==> config.mk <==
export PLATFORM = sky130hd
export DESIGN_NAME = instr_fetch_unit
export DESIGN_NICKNAME = d
export VERILOG_FILES = /design/src/rtl/instr_fetch_unit_pkg.sv /design/src/rtl/instr_fetch_unit_mem.sv /design/src/rtl/instr_fetch_unit.sv
export SDC_FILE = /design/constraint.sdc
export NUM_CORES = 1
export LEC_CHECK = 0
export ABC_AREA = 1
export BUFFER_PORTS_ARGS = -buffer_cell sky130_fd_sc_hd__buf_2
export CELL_PAD_IN_SITES_DETAIL_PLACEMENT = 2
export CELL_PAD_IN_SITES_GLOBAL_PLACEMENT = 2
export CORE_UTILIZATION = 35
export DETAILED_ROUTE_END_ITERATION = 7
export PLACE_DENSITY_LB_ADDON = 0.08
export SETUP_SLACK_MARGIN = 0.02
export SKIP_LAST_GASP = 1
export SYNTH_ARGS = -nofsm -noshare
export SYNTH_HDL_FRONTEND = slang
export SYNTH_SLANG_ARGS = --single-unit
==> constraint.sdc <==
create_clock -name clk -period 2.5 [get_ports clk]
set_input_delay 0.375 -clock clk [delete_from_list [all_inputs] [get_ports clk]]
set_output_delay 0.375 -clock clk [all_outputs]
set_load 0.01 [all_outputs]
==> src/rtl/instr_fetch_unit_pkg.sv <==
// rtl/instr_fetch_unit_pkg.sv - shared state encoding, opcode constants and opcode extract helper
package instr_fetch_unit_pkg;

   typedef enum logic [1:0] {
      ST_IDLE  = 2'd0,
      ST_FETCH = 2'd1,
      ST_HALT  = 2'd2
   } state_t;

   localparam logic [3:0] OPC_ADD  = 4'b0000;
   localparam logic [3:0] OPC_MUL  = 4'b0100;
   localparam logic [3:0] OPC_DIV  = 4'b0101;
   localparam logic [3:0] OPC_OUT  = 4'b0110;
   localparam logic [3:0] OPC_HALT = 4'b1111;

   localparam int WORD_MAX = 64;

   // Returns the top opcode_w bits of a data_w-wide word, zero-extended.
   function automatic logic [WORD_MAX-1:0] opcode_field(input logic [WORD_MAX-1:0] word,
                                                        input int data_w,
                                                        input int opcode_w);
      logic [WORD_MAX-1:0] mask;
      mask = (WORD_MAX'(1) << opcode_w) - WORD_MAX'(1);
      return (word >> (data_w - opcode_w)) & mask;
   endfunction

endpackage

==> src/rtl/instr_fetch_unit_mem.sv <==
// rtl/instr_fetch_unit_mem.sv - program RAM, synchronous write, asynchronous read
module instr_mem #(
   parameter int DATA_W = 16,
   parameter int ADDR_W = 4
) (
   input  logic              clk,
   input  logic              we,
   input  logic [ADDR_W-1:0] waddr,
   input  logic [DATA_W-1:0] wdata,
   input  logic [ADDR_W-1:0] raddr,
   output logic [DATA_W-1:0] rdata
);

   localparam int DEPTH = 2 ** ADDR_W;

   logic [DATA_W-1:0] mem [DEPTH];

   // Contents survive reset so a program can be re-run after an abort.
   always_ff @(posedge clk) begin
      if (we) begin
         mem[waddr] <= wdata;
      end
   end

   assign rdata = mem[raddr];

endmodule

==> src/rtl/instr_fetch_unit.sv <==
// rtl/instr_fetch_unit.sv - run/halt fetch engine with pc, jumps, stall and loader port
module instr_fetch_unit
   import instr_fetch_unit_pkg::*;
#(
   parameter int                    DATA_W   = 16,
   parameter int                    ADDR_W   = 4,
   parameter int                    OPCODE_W = 4,
   parameter logic [OPCODE_W-1:0]   HALT_OP  = 4'b1111,
   parameter bit                    WRAP     = 1'b0
) (
   input  logic              clk,
   input  logic              rst_n,
   input  logic              load_en,
   input  logic [ADDR_W-1:0] load_addr,
   input  logic [DATA_W-1:0] load_data,
   input  logic              start,
   input  logic              stall,
   input  logic              jump_en,
   input  logic [ADDR_W-1:0] jump_addr,
   output logic [DATA_W-1:0] instr,
   output logic              instr_valid,
   output logic [ADDR_W-1:0] pc,
   output logic              running,
   output logic              done
);

   localparam logic [ADDR_W-1:0] LAST_ADDR = '1;

   state_t              state;
   logic [DATA_W-1:0]   rd_data;
   logic [OPCODE_W-1:0] rd_op;
   logic                mem_we;

   // The loader owns the memory only while no program is executing.
   assign mem_we = load_en && (state != ST_FETCH);
   assign rd_op  = OPCODE_W'(opcode_field(WORD_MAX'(rd_data), DATA_W, OPCODE_W));

   instr_mem #(
      .DATA_W(DATA_W),
      .ADDR_W(ADDR_W)
   ) u_mem (
      .clk  (clk),
      .we   (mem_we),
      .waddr(load_addr),
      .wdata(load_data),
      .raddr(pc),
      .rdata(rd_data)
   );

   always_ff @(posedge clk or negedge rst_n) begin
      if (!rst_n) begin
         state       <= ST_IDLE;
         pc          <= '0;
         instr       <= '0;
         instr_valid <= 1'b0;
         running     <= 1'b0;
         done        <= 1'b0;
      end else begin
         case (state)
            ST_IDLE, ST_HALT: begin
               instr_valid <= 1'b0;
               if (start) begin
                  state   <= ST_FETCH;
                  pc      <= '0;
                  done    <= 1'b0;
                  running <= 1'b1;
               end
            end
            ST_FETCH: begin
               if (jump_en) begin
                  pc          <= jump_addr;
                  instr_valid <= 1'b0;
               end else if (!stall) begin
                  instr <= rd_data;
                  if (rd_op == HALT_OP) begin
                     instr_valid <= 1'b0;
                     state       <= ST_HALT;
                     running     <= 1'b0;
                     done        <= 1'b1;
                  end else if (pc == LAST_ADDR && !WRAP) begin
                     instr_valid <= 1'b1;
                     state       <= ST_HALT;
                     running     <= 1'b0;
                     done        <= 1'b1;
                  end else begin
                     // Increment wraps naturally to 0 at the last address.
                     instr_valid <= 1'b1;
                     pc          <= pc + ADDR_W'(1);
                  end
               end
            end
            default: begin
               state <= ST_IDLE;
            end
         endcase
      end
   end

endmodule

# After elaboration in Yosys (flattened, before gate mapping)
# Memories as Yosys holds them, arrays and structs flattened.
# Cells that the tools add are included.
[totals]
ff_bits = 25
mem_bits_rw = 256
out_inout_bits = 23
elab_cells = 61
mem_count = 1
[memory_table]
columns = ["name", "words", "width", "rd", "rd_ports_with_merged_regs", "wr", "line_no", "text"]
rows = [
  ["u_mem.mem", 16, 16, 1, 0, 1, "instr_fetch_unit_mem.sv:16", "logic [DATA_W-1:0] mem [DEPTH];"],
]
[classes]
n_addsub = 1
n_eq_ne = 12
muxes = 30
n_bitwise = 2
n_reduce_logical = 9
[ops]
columns = ["cell", "count"]
rows = [
  ["two-way mux 4 bit", 5],
  ["two-way mux 1 bit", 15],
  ["inequality test 3 bit (second input constant)", 4],
  ["two-way mux 2 bit", 5],
  ["AND reduction 5 bit", 2],
  ["== test 4 bit (second input constant)", 2],
  ["one-hot mux 4 bit (2 select lines)", 1],
  ["inequality test 2 bit (second input constant)", 3],
  ["one-hot mux 1 bit (2 select lines)", 3],
  ["adder 4 x 1 -> 4 bit (second input constant)", 1],
  ["one-hot mux 2 bit (2 select lines)", 1],
  ["AND reduction 4 bit", 1],
  ["AND reduction 3 bit", 1],
  ["== test 2 x 1 -> 1 bit (second input constant)", 1],
  ["== test 2 bit (second input constant)", 1],
  ["logical NOT 2 bit", 1],
  ["inequality test 2 x 1 -> 1 bit (second input constant)", 1],
  ["NOT 1 bit", 2],
  ["AND reduction 2 bit", 1],
  ["nonzero test 2 bit", 1],
  ["OR reduction 2 bit", 1],
  ["logical AND 1 bit", 1],
]

# Depth between registers and ports, before layout
# Gate-level depths: netlist of run 1.
[logic_depth]
depth_word = 6
mapped_depth = 17

# Hierarchy
# From an unflattened synthesis of run 1, not the netlist that was laid out.
[hier_totals]
cells_unflattened = 1214
hier_area_um2 = 12359.4
[modules_own_cells]
columns = ["module", "instances", "cells_per_inst", "area_each_um2", "seq_area_each_um2"]
rows = [
  ["instr_mem", 1, 1058, 11060.6, 7687.4],
  ["instr_fetch_unit", 1, 156, 1298.7, 625.6],
]

# Least setup slack after synthesis of run 1
# No wires, ideal clock.
[synth_path]
path_kind = "register -> register"
startpoint = "register state[0]"
endpoint = "memory u_mem.mem[0][0] (enable)"
setup_ns = 0.388
arrival_time_ns = 1.570
required_ns = 2.112
slack_ns = 0.542
path_stages_with_launch = 6
n_path_buf = 0
period_less_slack_ns = 1.958
path_cell_list = "dfrtp_1 inv_2 nor2_2 nor2_1 nand3_1 nor2_1"
[synth_between]
elab_chain_len = 4
[synth_lines]
columns = ["element", "line_no", "text"]
rows = [
  ["start: declaration", "instr_fetch_unit.sv:29", "state_t state;"],
  ["start signal: assignment", "instr_fetch_unit.sv:52", "state <= ST_IDLE;"],
  ["start signal: assignment", "instr_fetch_unit.sv:63", "state <= ST_FETCH;"],
  ["start signal: assignment", "instr_fetch_unit.sv:77", "state <= ST_HALT;"],
  ["inequality test 2 x 1 -> 1 bit", "instr_fetch_unit.sv:35", "assign mem_we = load_en && (state != ST_FETCH);"],
  ["logical AND 1 bit", "instr_fetch_unit.sv:35", ""],
  ["two-way mux 1 bit", "instr_fetch_unit_mem.sv:20", "if (we) begin"],
  ["two-way mux 1 bit (not written as such)", "instr_fetch_unit_mem.sv:21", "mem[waddr] <= wdata;"],
  ["end: declaration", "instr_fetch_unit_mem.sv:16", ""],
]
# Every way passes these cells.

# Worst setup path after layout of run 1
[layout_path]
startpoint = "register state[0]"
endpoint = "memory u_mem.mem[8][12] (enable)"
# Same word-level chain as after synthesis.

==> metrics.md, run 1 <==
| Metric | Value |
|---|---|
| Status | finished clean |
| Antenna Nets Post-Route | 0 |
| Starting density of the core | between 30% and 40% |
| Die area | 0.0330 sq mm |
| Req. time, crit path | around 2.8 ns |
| Final core occ | a little over two fifths |
| IO buf count | 52 |
| Critical path launch point type | flip-flop |
| Initial antenna violation count | 1 |
| Async S/R FF share, synth | 8.90% |
| DR vias | 7,592 |
| Crit end category | flip-flop |
| Static leakage | 0.00488 uW |
| Nets | roughly 1,100 |
| Max_cap viols | 0 |
| Dpl hpwl | approximately 21 mm |
| Cells after Synth | approximately 940 |
| Slew Viols, Final | 0 |
| Vias in the first global route | 8,307 |
| DR pass1 iterations | 4 |
| Die Span Y | 182 microns |
| Clk pin slew, worst setup/hold paths | ~0.06 ns |
| CTS Buf Count | 31 |
| Area Overhead vs Synth | 17.4% |
| CTS Sinks | 281 |
| Detailed Route WL | 34.0 mm |
| Final setup viols | 0 |
| Worst skew pair latency | 0.58 ns |
| First-pass GRT wire length | 52.2 mm |
| Slew at the pin closest to its max-slew limit | 0.818 ns |
| Cell area after layout | 0.0133 sq mm |
| CTS Buffer Depth | 3 |
| Share of cells above drive strength 1 | 16.4% |
| Main synth FF type | edfxtp_1 |
| Remaining DRCs | 0 |
| Highest clock rate | about 440 MHz |
| # H-tree levels | 1 |
| Critical path class | reg2reg |
| Peak VDD IR | between 0.5 and 0.6 mV |
| Synth cell types | 27 |
| Relative slew margins | 45.5% |
| Clk root buf | clkbuf_16 |
| Hold Slack | roughly 0.092 ns |
| Tcrit/Tclk final | 91.1% |
| Detailed Route Iter0 Violations | 377 |
| Syn_nets | roughly 970 |
| GRT Overall Usage | between 20% and 30% |
| Hold Path Class | in2reg |
| Syn Area/Cell | 12.0 sq um |
| Crit path arrival time | 2.54 ns |
| Grt total ovfl | 0 |
| Diodes inserted | 0 |
| Largest net degree at the start of global routing | 105 |
| Routability congestion estimate from global placement | 0.738 |
| Fin Setup TNS | 0 ns |
| Synthesized area | about 0.011 sq mm |
| Sequential area share after synthesis | about three quarters |
| Core Region | 0.0316 sq mm |
| Synth Register Bits | 281 |
| IO Pins | 53 |
| Vias/cell | roughly 5.2 |
| RSZ-0062 raised after global routing | no |
| Post-synth EDFFs | 256 |
| CP max FO | 9 |
| CTS tree | built |
| Clk_skew | 0.0136 ns |
| DR WL/cell | ~23 microns |
| YS warnings | 0 |
| Cell row count | 65 |
| Cell Area, Placed | 0.0123 sq mm |
| Die width | 182 microns |
| Final min period | roughly 2.3 ns |
| Hold Violations, Final | 0 |
| PD cells | just over 1000 mW/mm^2 |
==> where the power goes <==
| group | leakage (uW) | internal [uW] | switching [uW] |
|---|---|---|---|
| Clock | 0.000468 | 2390 | 1870 |
| Combinational | 0.00182 | 1120 | 2490 |
| Sequential | 0.00260 | 5420 | 185 |
==> timing repair <==
action                                  in CTS  in global routing
endpoints found under the hold margin       25                  0
hold buffers                                 1                  0
endpoints found under the setup margin       0                 10
buffers inserted                             0                  0
gates resized for setup                      0                  2
==> cell usage after synthesis (all sizes together), types with 3 or more instances <==
cell type | instances | area [sq um]
nor3 | 10 | 50.1
nand4 | 3 | 18.8
nand2 | 146 | 551
a21oi | 12 | 60.1
edfxtp | 256 | 7690
o21ai | 115 | 576
o22ai | 39 | 244
a31oi | 13 | 81.3
nand3 | 39 | 195
o221ai | 10 | 87.6
nor2 | 153 | 582
dfrtp | 25 | 626
clkbuf | 21 | 78.8
o21a | 3 | 22.5
inv | 65 | 244
buf | 28 | 168
==> stage by stage <==
| stage | worst slack [ns] | instances | total power [uW] |
|---|---|---|---|
| finish | 0.223 | 1456 | 13500 |
| global route | 0.0235 | 1456 | 14200 |
| CTS | 0.158 | 1456 | 13700 |
| detailed placement | 0.195 | 1397 | 9370 |
| global placement | 0.218 | 1397 | 9280 |
| floorplan | 0.542 | 942 | 7860 |
==> registers in the layout (all words and copies together) (netlist names) <==
register	flops
state	2
u_mem.mem	256
done	1
pc	4
running	1
instr_valid	1
instr	16
==> final cells by class <==
class | instances | area (sq um)
fillers | 3261 | 18400
repair buffers | 103 | 708
inverters | 66 | 253
flip-flops and latches | 281 | 8320
multi-input cells | 546 | 2540
well taps | 402 | 503
clock inverters | 17 | 92.6
clock buffers | 41 | 853
==> critical path, cell delays in order (launching register included) <==
cell and delay (ns):
dfrtp_1 0.43, inv_2 0.09, nor2_2 0.08, nor2_1 0.44, nand3_1 0.35, nor2_2 0.28, buf_4 0.29
==> logic make-up after synthesis <==
logic type | count (synthesis) | synth area share [%]
DFF | 281 | 73.5
AOI/OAI and AO/OA | 193 | 9.54
and+or+nand+nor | 351 | 12.4
xor gates and xnor gates | 1 | 0.0775
buffers and inverters | 115 | 4.37
adders and majority gates | 1 | 0.111
==> path summary, 6_finish.rpt <==
path | start | endpoint | slack (ns) | cells after the start
worst max-delay path | state[0] | u_mem.mem[8][12] | 0.22 | 6
worst min-delay path | start | state[1] | 0.09 | 4
worst max register to register | state[0] | u_mem.mem[8][12] | 0.22 | 6
worst min register to register | running | running | 0.47 | 2
max in group asynchronous | rst_n | pc[0] | 1.46 | 2
min in group asynchronous | rst_n | instr[9] | 0.44 | 2
==> metal layers <==
metal,part of all wire (%),routed length [microns],track usage [%],vias up
met1,46,15500,28.5,3914
met3,3.4,1160,2.49,44
met5,0.032,11,0,-
met4,1.8,595,4.78,2
met2,49,16700,37.1,126
li1,-,-,-,3506
==> cell usage in the layout, fill, tap and decap left out, drive strengths merged, types with 3 or more instances in the layout <==
cell,count
nand2,146
edfxtp,256
inv,66
nand3,39
buf,102
clkbuf,41
o221ai,10
o21a,3
o21ai,115
nand4,3
nor2,153
a31oi,13
o22ai,39
clkinv,16
nor3,10
a21oi,12
dfrtp,25
Power figures use the tool's default switching activity.
==> run 2: changes to the inputs <==
Settings changed: CORE_ASPECT_RATIO set to 1.25, GPL_TIMING_DRIVEN set to 0, RECOVER_POWER set to 100.
==> run 2 against run 1 <==
Net effect:
- die area is essentially flat
- first-iteration DRC count up 10%
- combinational power grew 9.1%
- clock-buffer cell count grew 4
- core utilization is 1.0 points higher
- total power grew 7.9%
- highest routed layer is now met4
- clock power rose by 17%
- routed wire length up 10%
- sequential cell count did not move
- the run now ends with max-capacitance violations, max-slew violations left
- worst setup slack lost 0.18 ns
- fmax fell by 7.2%
==> metrics.md, run 2 (synthesis gave the netlist of run 1 again) <==
| Metric | Value |
|---|---|
| Detailed Route WL | 37.5 mm (+10%) |
| GRT met2 Usage | 42.6% (+5.5 points) |
| Clk root buf | clkbuf_16 |
| First-pass GRT wire length | 55.6 mm (+6.5%) |
| Hold path endpoint | state[1] |
| GRT Overall Usage | 23.4% (+2.1 points) |
| Failing checks | max-capacitance violations, max-slew violations |
| CTS Sinks | 281 (unchanged) |
| Biggest register | u_mem.mem |
| Largest regs | u_mem.mem: 256 flops, instr: 16 flops, pc: 4 flops |
| Worst r2r src | state[0] |
| Final min period | 2.45 ns (+0.177 ns) |
| Slowest stage delay, CP | 0.57 ns (+0.13 ns) |
| Number of flip-flops in the largest register | 256 (unchanged) |
| CTS Buf Count | 31 (unchanged) |
| Hold Violations, Final | 0 (unchanged) |
| DR vias | 7,769 (+2.3%) |
| CTS Buffer Depth | 3 (unchanged) |
| Reg-to-Reg End | u_mem.mem[14][0] |
| Worst hold path depth | 4 (unchanged) |
| Final setup viols | 0 (unchanged) |
| Die width | 163 microns (-10%) |
| Core Region | 0.0318 sq mm (+0.47%) |
| Vias/cell | 5.23 (+0.33%) |
| Relative slew margins | -19.8% (-65 points) |
| Slew Viols, Final | 26 (+26) |
| CTS tree | built |
| CP max FO | 12 (+3) |
| Initial antenna violation count | 0 (-1) |
| Cell Area, Placed | 0.0124 sq mm (+0.95%) |
| Dpl hpwl | 25.2 mm (+19%) |
| Peak VDD IR | 0.617 mV (+12%) |
| Req. time, crit path | 2.77 ns (about the same) |
| Setup WS post-layout | 0.0459 ns (-0.177 ns) |
| # H-tree levels | 1 (unchanged) |
| Tcrit/Tclk final | 98.2% (+7.1 points) |
| Clk_skew | 0.0103 ns (-0.00329 ns) |
| Met3 Use GR | 2.55% (+0.067 points) |
| Most common cell after layout, fill and taps aside | edfxtp_1 |
| Fillers | 3,274 (+0.40%) |
| Sequence of cells on the critical path | inv_2, nor2_2, nor2_2, nand3_1, nor2_2, buf_16 |
| DR pass1 iterations | 5 (+1) |
| Cell area after layout | 0.0137 sq mm (+2.9%) |
| Crit end category | flip-flop |
| Area Overhead vs Synth | 20.8% |
| IO buf count | 52 (unchanged) |
| Final core occ | 43.0% (+1.0 points) |
| FF-to-FF setup slack | 0.05 ns (-0.18 ns) |
| Starting density of the core | 35.6% (-0.17 points) |
| Remaining DRCs | 0 (unchanged) |
| Clk pin slew, worst setup/hold paths | 0.06 ns (about the same) |
| Min-Delay Startpoint | start |
| Nets | 1,080 (+1.9%) |
| Commonest non-fill, non-tap cells in the layout | 256 x edfxtp_1, 145 x nand2_1, 133 x nor2_1 |
| Die Span Y | 203 microns (+12%) |
| Detailed Route Iter0 Violations | 415 (+10%) |
| Most frequent CP cell | nor2_2 |
| Hold Path Class | in2reg |
| Die area | 0.0330 sq mm (about the same) |
| Largest net degree at the start of global routing | 26 (-75%) |
| Grt total ovfl | 0 (unchanged) |
| Highest clock rate | 407 MHz (-7.2%) |
| Status | finished with violations |
| Share of cells above drive strength 1 | 14.0% (-2.4 points) |
| Vias in the first global route | 8,555 (+3.0%) |
| Critical path launch point type | flip-flop |
| IO Pins | 53 (unchanged) |
| DR WL/cell | 25.3 microns (+8.3%) |
| Critical path class | reg2reg |
| Cell row count | 73 (+12%) |
| M1 GR Usage | 29.0% (+0.59 points) |
| Static leakage | 0.00494 uW (+1.2%) |
| Critical path's slowest cell | nor2_2 |
| Diodes inserted | 0 (unchanged) |
| Antenna Nets Post-Route | 0 (unchanged) |
| Number of cells on the worst reg-to-reg path | 6 (unchanged) |
| Slew at the pin closest to its max-slew limit | 1.80 ns (+0.979 ns) |
| Max_cap viols | 1 (+1) |
| Crit path arrival time | 2.73 ns (+0.19 ns) |
| PD cells | 1060 mW/mm^2 (+4.9%) |
| Dpl ws | -0.384 ns (-0.579 ns) |
| Routability congestion estimate from global placement | 0.729 (-1.2%) |
| GRT Max-Usage Layer | met2 |
| Worst skew pair latency | 0.57 ns (about the same) |
| RSZ-0062 raised after global routing | yes |
==> run 2: cell count changes in the layout (fill, tap and decap cells not counted), sizes merged <==
cell | before | now
buf | 102 | 61
bufinv | 0 | 6
clkbuf | 41 | 106
clkinv | 16 | 5
==> run 2: how the worst max path moves through the flow <==
stage | startpoint | endpoint | slack [ns] | cells after the start
after CTS | pc[0] | instr[1] | 0.03 | 7
after global placement | state[0] | u_mem.mem[12][15] | -1.08 | 5
after floorplan | state[0] | u_mem.mem[0][0] | 0.54 | 5
final | state[0] | u_mem.mem[14][0] | 0.05 | 6
after global routing | state[0] | u_mem.mem[13][9] | -0.008 | 6
after detailed placement | pc[1] | instr[1] | -0.38 | 7
==> run 2: worst max-delay path, delay by kind of cell (launching register included) <==
kind | cells | cell delay, ns
buffers and inverters | 2 | 0.32
and+or+nand+nor | 4 | 1.39
DFF | 1 | 0.43
==> run 2: repair_timing <==
item | 4_1_cts | 5_1_grt
pin swaps | 2 | 2
endpoints found under the setup margin | 196 | 72
buffers inserted | 1 | 5
hold buffers | 1 | 0
hold endpoints to repair | 25 | 0
gates resized for setup | 21 | 9
==> run 2: metrics by stage <==
step           total power, uW  hold slack (ns)  instances  setup TNS, ns
6_report                 14500           0.0802       1485              0
5_1_grt                  15200            0.114       1485        -0.0403
4_1_cts                  14700           0.0610       1480              0
3_5_place_dp              9690            0.465       1422         -15.40
3_3_place_gp              9550            0.454       1406        -233.83
2_1_floorplan             7860           0.0794        942              0
==> run 2: cell type report <==
type                            instances  area [sq um]  share of cell area [%]
Multi-Input combinational cell        546          2600                    19.0
Clock buffer                           45           898                    6.58
Inverter                               66           251                    1.84
Buffer                                 48           262                    1.91
Tap cell                              412           515                    3.77
Sequential cell                       281          8320                    60.9
Timing Repair Buffer                   75           596                    4.36
Clock inverter                         12           219                    1.60
==> run 2: report_power, final <==
part / internal [uW] / switching [uW]
registers: 5410 / 202
logic: 1090 / 2850
clock network: 3100 / 1880
total: 9610 / 4930
==> run 2: per-layer routing <==
layer	up-vias	part of all wire, %
li1	3549	-
met1	4024	42
met2	154	53
met3	42	3.3
met4	0	2.0
met5	-	0
==> run 3: changes to the inputs <==
==> constraint.sdc (replaced) <==
create_clock -name clk -period 3 [get_ports clk]
set_input_delay 0 -clock clk [delete_from_list [all_inputs] [get_ports clk]]
set_output_delay 0 -clock clk [all_outputs]
set_load 0.01 [all_outputs]
==> run 3 against run 2 <==
Net effect:
- the flow still finishes with violations (max-capacitance violations, max-slew violations)
- global-route usage is 0.13 points higher
- worst setup slack better by 0.15 ns
- combinational power shrank 17%
- worst hold slack better by 0.0043 ns
- clock skew is 0.0050 ns higher
- total power decreased by 17%
- critical path depth unchanged
- register-to-register slack improved by 0.15 ns
- largest power group unchanged
==> metrics.md, run 3 (synthesis gave the netlist of run 1 again) <==
| Metric | Value |
|---|---|
| FF-to-FF setup slack | 0.20 ns (+0.15 ns) |
| DR vias | 7,829 (+0.77%) |
| Peak VDD IR | 0.526 mV (-15%) |
| IO buf count | 52 (unchanged) |
| Slew at the pin closest to its max-slew limit | 1.84 ns (+0.0410 ns) |
| Failing checks | max-capacitance violations, max-slew violations |
| Detailed Route Iter0 Violations | 450 (+8.4%) |
| Number of cells on the worst reg-to-reg path | 6 (unchanged) |
| Core Region | 0.0318 sq mm (unchanged) |
| CTS Buffer Depth | 3 (unchanged) |
| Share of cells above drive strength 1 | 10.7% (-3.3 points) |
| Min-Delay Startpoint | load_addr[3] |
| Delay-heaviest family, CP | simple AND/OR/NAND/NOR gates |
| Sequence of cells on the critical path | inv_1, nor2_2, nor2_1, nand3_1, nor2_1, buf_16 |
| Antenna Nets Post-Route | 0 (unchanged) |
| Highest clock rate | 357 MHz (-12%) |
| Nets | 1,098 (+1.7%) |
| Final setup viols | 0 (unchanged) |
| Largest regs | u_mem.mem: 256 flops, instr: 16 flops, pc: 4 flops |
| Final min period | 2.80 ns (+0.350 ns) |
| Hold Slack | 0.0845 ns (+0.00428 ns) |
| # H-tree levels | 1 (unchanged) |
| Clk pin slew, worst setup/hold paths | 0.06 ns (about the same) |
| Hold Path Class | in2reg |
| Number of flip-flops in the largest register | 256 (unchanged) |
| Starting density of the core | 35.6% (unchanged) |
| Max_cap viols | 1 (unchanged) |
| Static leakage | 0.00496 uW (+0.38%) |
| CTS tree | built |
| RSZ-0062 raised after global routing | no |
| Critical path launch point type | flip-flop |
| Buf/Inv on CP | 2 (unchanged) |
| Biggest register | u_mem.mem |
| Die Span Y | 203 microns (unchanged) |
| Slew Viols, Final | 26 (unchanged) |
| Crit end category | flip-flop |
| Req. time, crit path | 3.27 ns (+0.50 ns) |
| IO Pins | 53 (unchanged) |
| Cell area after layout | 0.0137 sq mm (+0.38%) |
| Critical path class | reg2reg |
| Worst r2r src | state[0] |
| Detailed Route WL | 37.7 mm (+0.57%) |
| Diodes inserted | 0 (unchanged) |
| GRT Overall Usage | 23.6% (+0.13 points) |
| Dpl hpwl | 25.2 mm (unchanged) |
| Worst skew pair latency | 0.57 ns (about the same) |
| Vias in the first global route | 8,609 (+0.63%) |
| Fin Setup TNS | 0 ns (unchanged) |
| PD cells | 881 mW/mm^2 (-17%) |
| Routability congestion estimate from global placement | 0.729 (unchanged) |
| DR WL/cell | 25.1 microns (-0.64%) |
| Fillers | 3,267 (-0.21%) |
| Hold path endpoint | u_mem.mem[8][11] |
| Slowest stage delay, CP | 0.80 ns (+0.23 ns) |
| Most frequent CP cell | nor2_1 |
| Status | finished with violations |
| Die width | 163 microns (unchanged) |
| Cell row count | 73 (unchanged) |
| Initial antenna violation count | 0 (unchanged) |
| Remaining DRCs | 0 (unchanged) |
| Clk root buf | clkbuf_16 |
| Commonest non-fill, non-tap cells in the layout | 256 x edfxtp_1, 145 x nand2_1, 142 x nor2_1 |
| Setup Fix Bufs, Post-CTS | 0 (-1) |
| Area Overhead vs Synth | 21.3% |
| Crit path arrival time | 3.07 ns (+0.34 ns) |
| Critical path's slowest cell | nor2_1 |
| Most common cell after layout, fill and taps aside | edfxtp_1 |
| DR pass1 iterations | 4 (-1) |
| Final Power | 12,100 uW (-17%) |
| Worst hold path depth | 3 (-1) |
| CTS Buf Count | 31 (unchanged) |
| Hold Violations, Final | 0 (unchanged) |
| First-pass GRT wire length | 55.6 mm (+0.14%) |
| Tcrit/Tclk final | 93.5% (-4.7 points) |
| Relative slew margins | -22.5% (-2.7 points) |
| Vias/cell | 5.21 (-0.43%) |
| Reg-to-Reg End | u_mem.mem[14][15] |
| Largest net degree at the start of global routing | 26 (unchanged) |
| Grt total ovfl | 0 (unchanged) |
| CP max FO | 12 (unchanged) |
| Cell Area, Placed | 0.0124 sq mm (unchanged) |
| Clk_skew | 0.0152 ns (+0.00497 ns) |
| Die area | 0.0330 sq mm (unchanged) |
| CTS Sinks | 281 (unchanged) |
[run 3: changes by cell type in the layout (fill, tap and decap cells not counted), moves of 4 or more]
cell | before | now
clkbuf_2 | 8 | 2
dlygate4sd3_1 | 1 | 24
nor2_1 | 133 | 142
inv_1 | 60 | 64
buf_4 | 11 | 6
nor2_4 | 12 | 0
clkbuf_1 | 57 | 68
[run 3: worst max-delay path by stage]
stage | slack [ns] | cells after the start | endpoint | from
6_report | 0.20 | 6 | u_mem.mem[14][15] | state[0]
4_1_cts | 0.07 | 7 | instr[6] | pc[1]
3_5_place_dp | 0.12 | 7 | instr[1] | pc[1]
2_1_floorplan | 1.04 | 5 | u_mem.mem[0][0] | state[0]
3_3_place_gp | -0.58 | 5 | u_mem.mem[12][15] | state[0]
5_1_grt | 0.06 | 6 | u_mem.mem[14][0] | state[0]
[run 3: power by group]
group          switching [uW]  internal, uW  total, uW  leakage [uW]
Clock                    1560          2580       4150      0.000547
Sequential                164          4510       4670       0.00260
Combinational            2350           906       3260       0.00181
Total                    4080          8000      12100       0.00496
[run 3: through the flow]
stage                     util, %  setup WS, ns  std cells
final                        43.1         0.196       1503
after global routing         43.1        0.0602       1503
after CTS                    43.4        0.0715       1503
after detailed placement     39.1         0.116       1422
after global placement       38.0        -0.576       1406
after floorplan                 -          1.04        942
[run 3: worst register-to-register path, stage by stage, from the launching register on]
cell and delay, ns:
dfrtp_1 0.42, inv_1 0.11, nor2_2 0.09, nor2_1 0.48
nand3_1 0.35, nor2_1 0.80, buf_16 0.24
[run 3: repair_timing]
item | CTS | global route
hold endpoints to repair | 291 | 0
hold buffers | 24 | 0
resized for setup | 0 | 2
setup endpoints to repair | 0 | 1
[run 3: area by class of cell]
type	count	area [sq um]	share of cell area, %
clock inverter	12	219	1.60
buffer	49	244	1.78
multi-input combinational	546	2520	18.4
tap	412	515	3.76
sequential	281	8310	60.6
inverter	66	248	1.81
clock buffer	45	898	6.55
timing repair buffer	92	753	5.50
[run 3: metal layers]
metal / global-route usage [%] / up-vias / wire length, microns
met5: 0 / - / 0
met4: 6.98 / 0 / 904
met3: 2.49 / 57 / 1350
met2: 42.7 / 155 / 19500
met1: 29.3 / 4033 / 15900
li1: - / 3584 / -
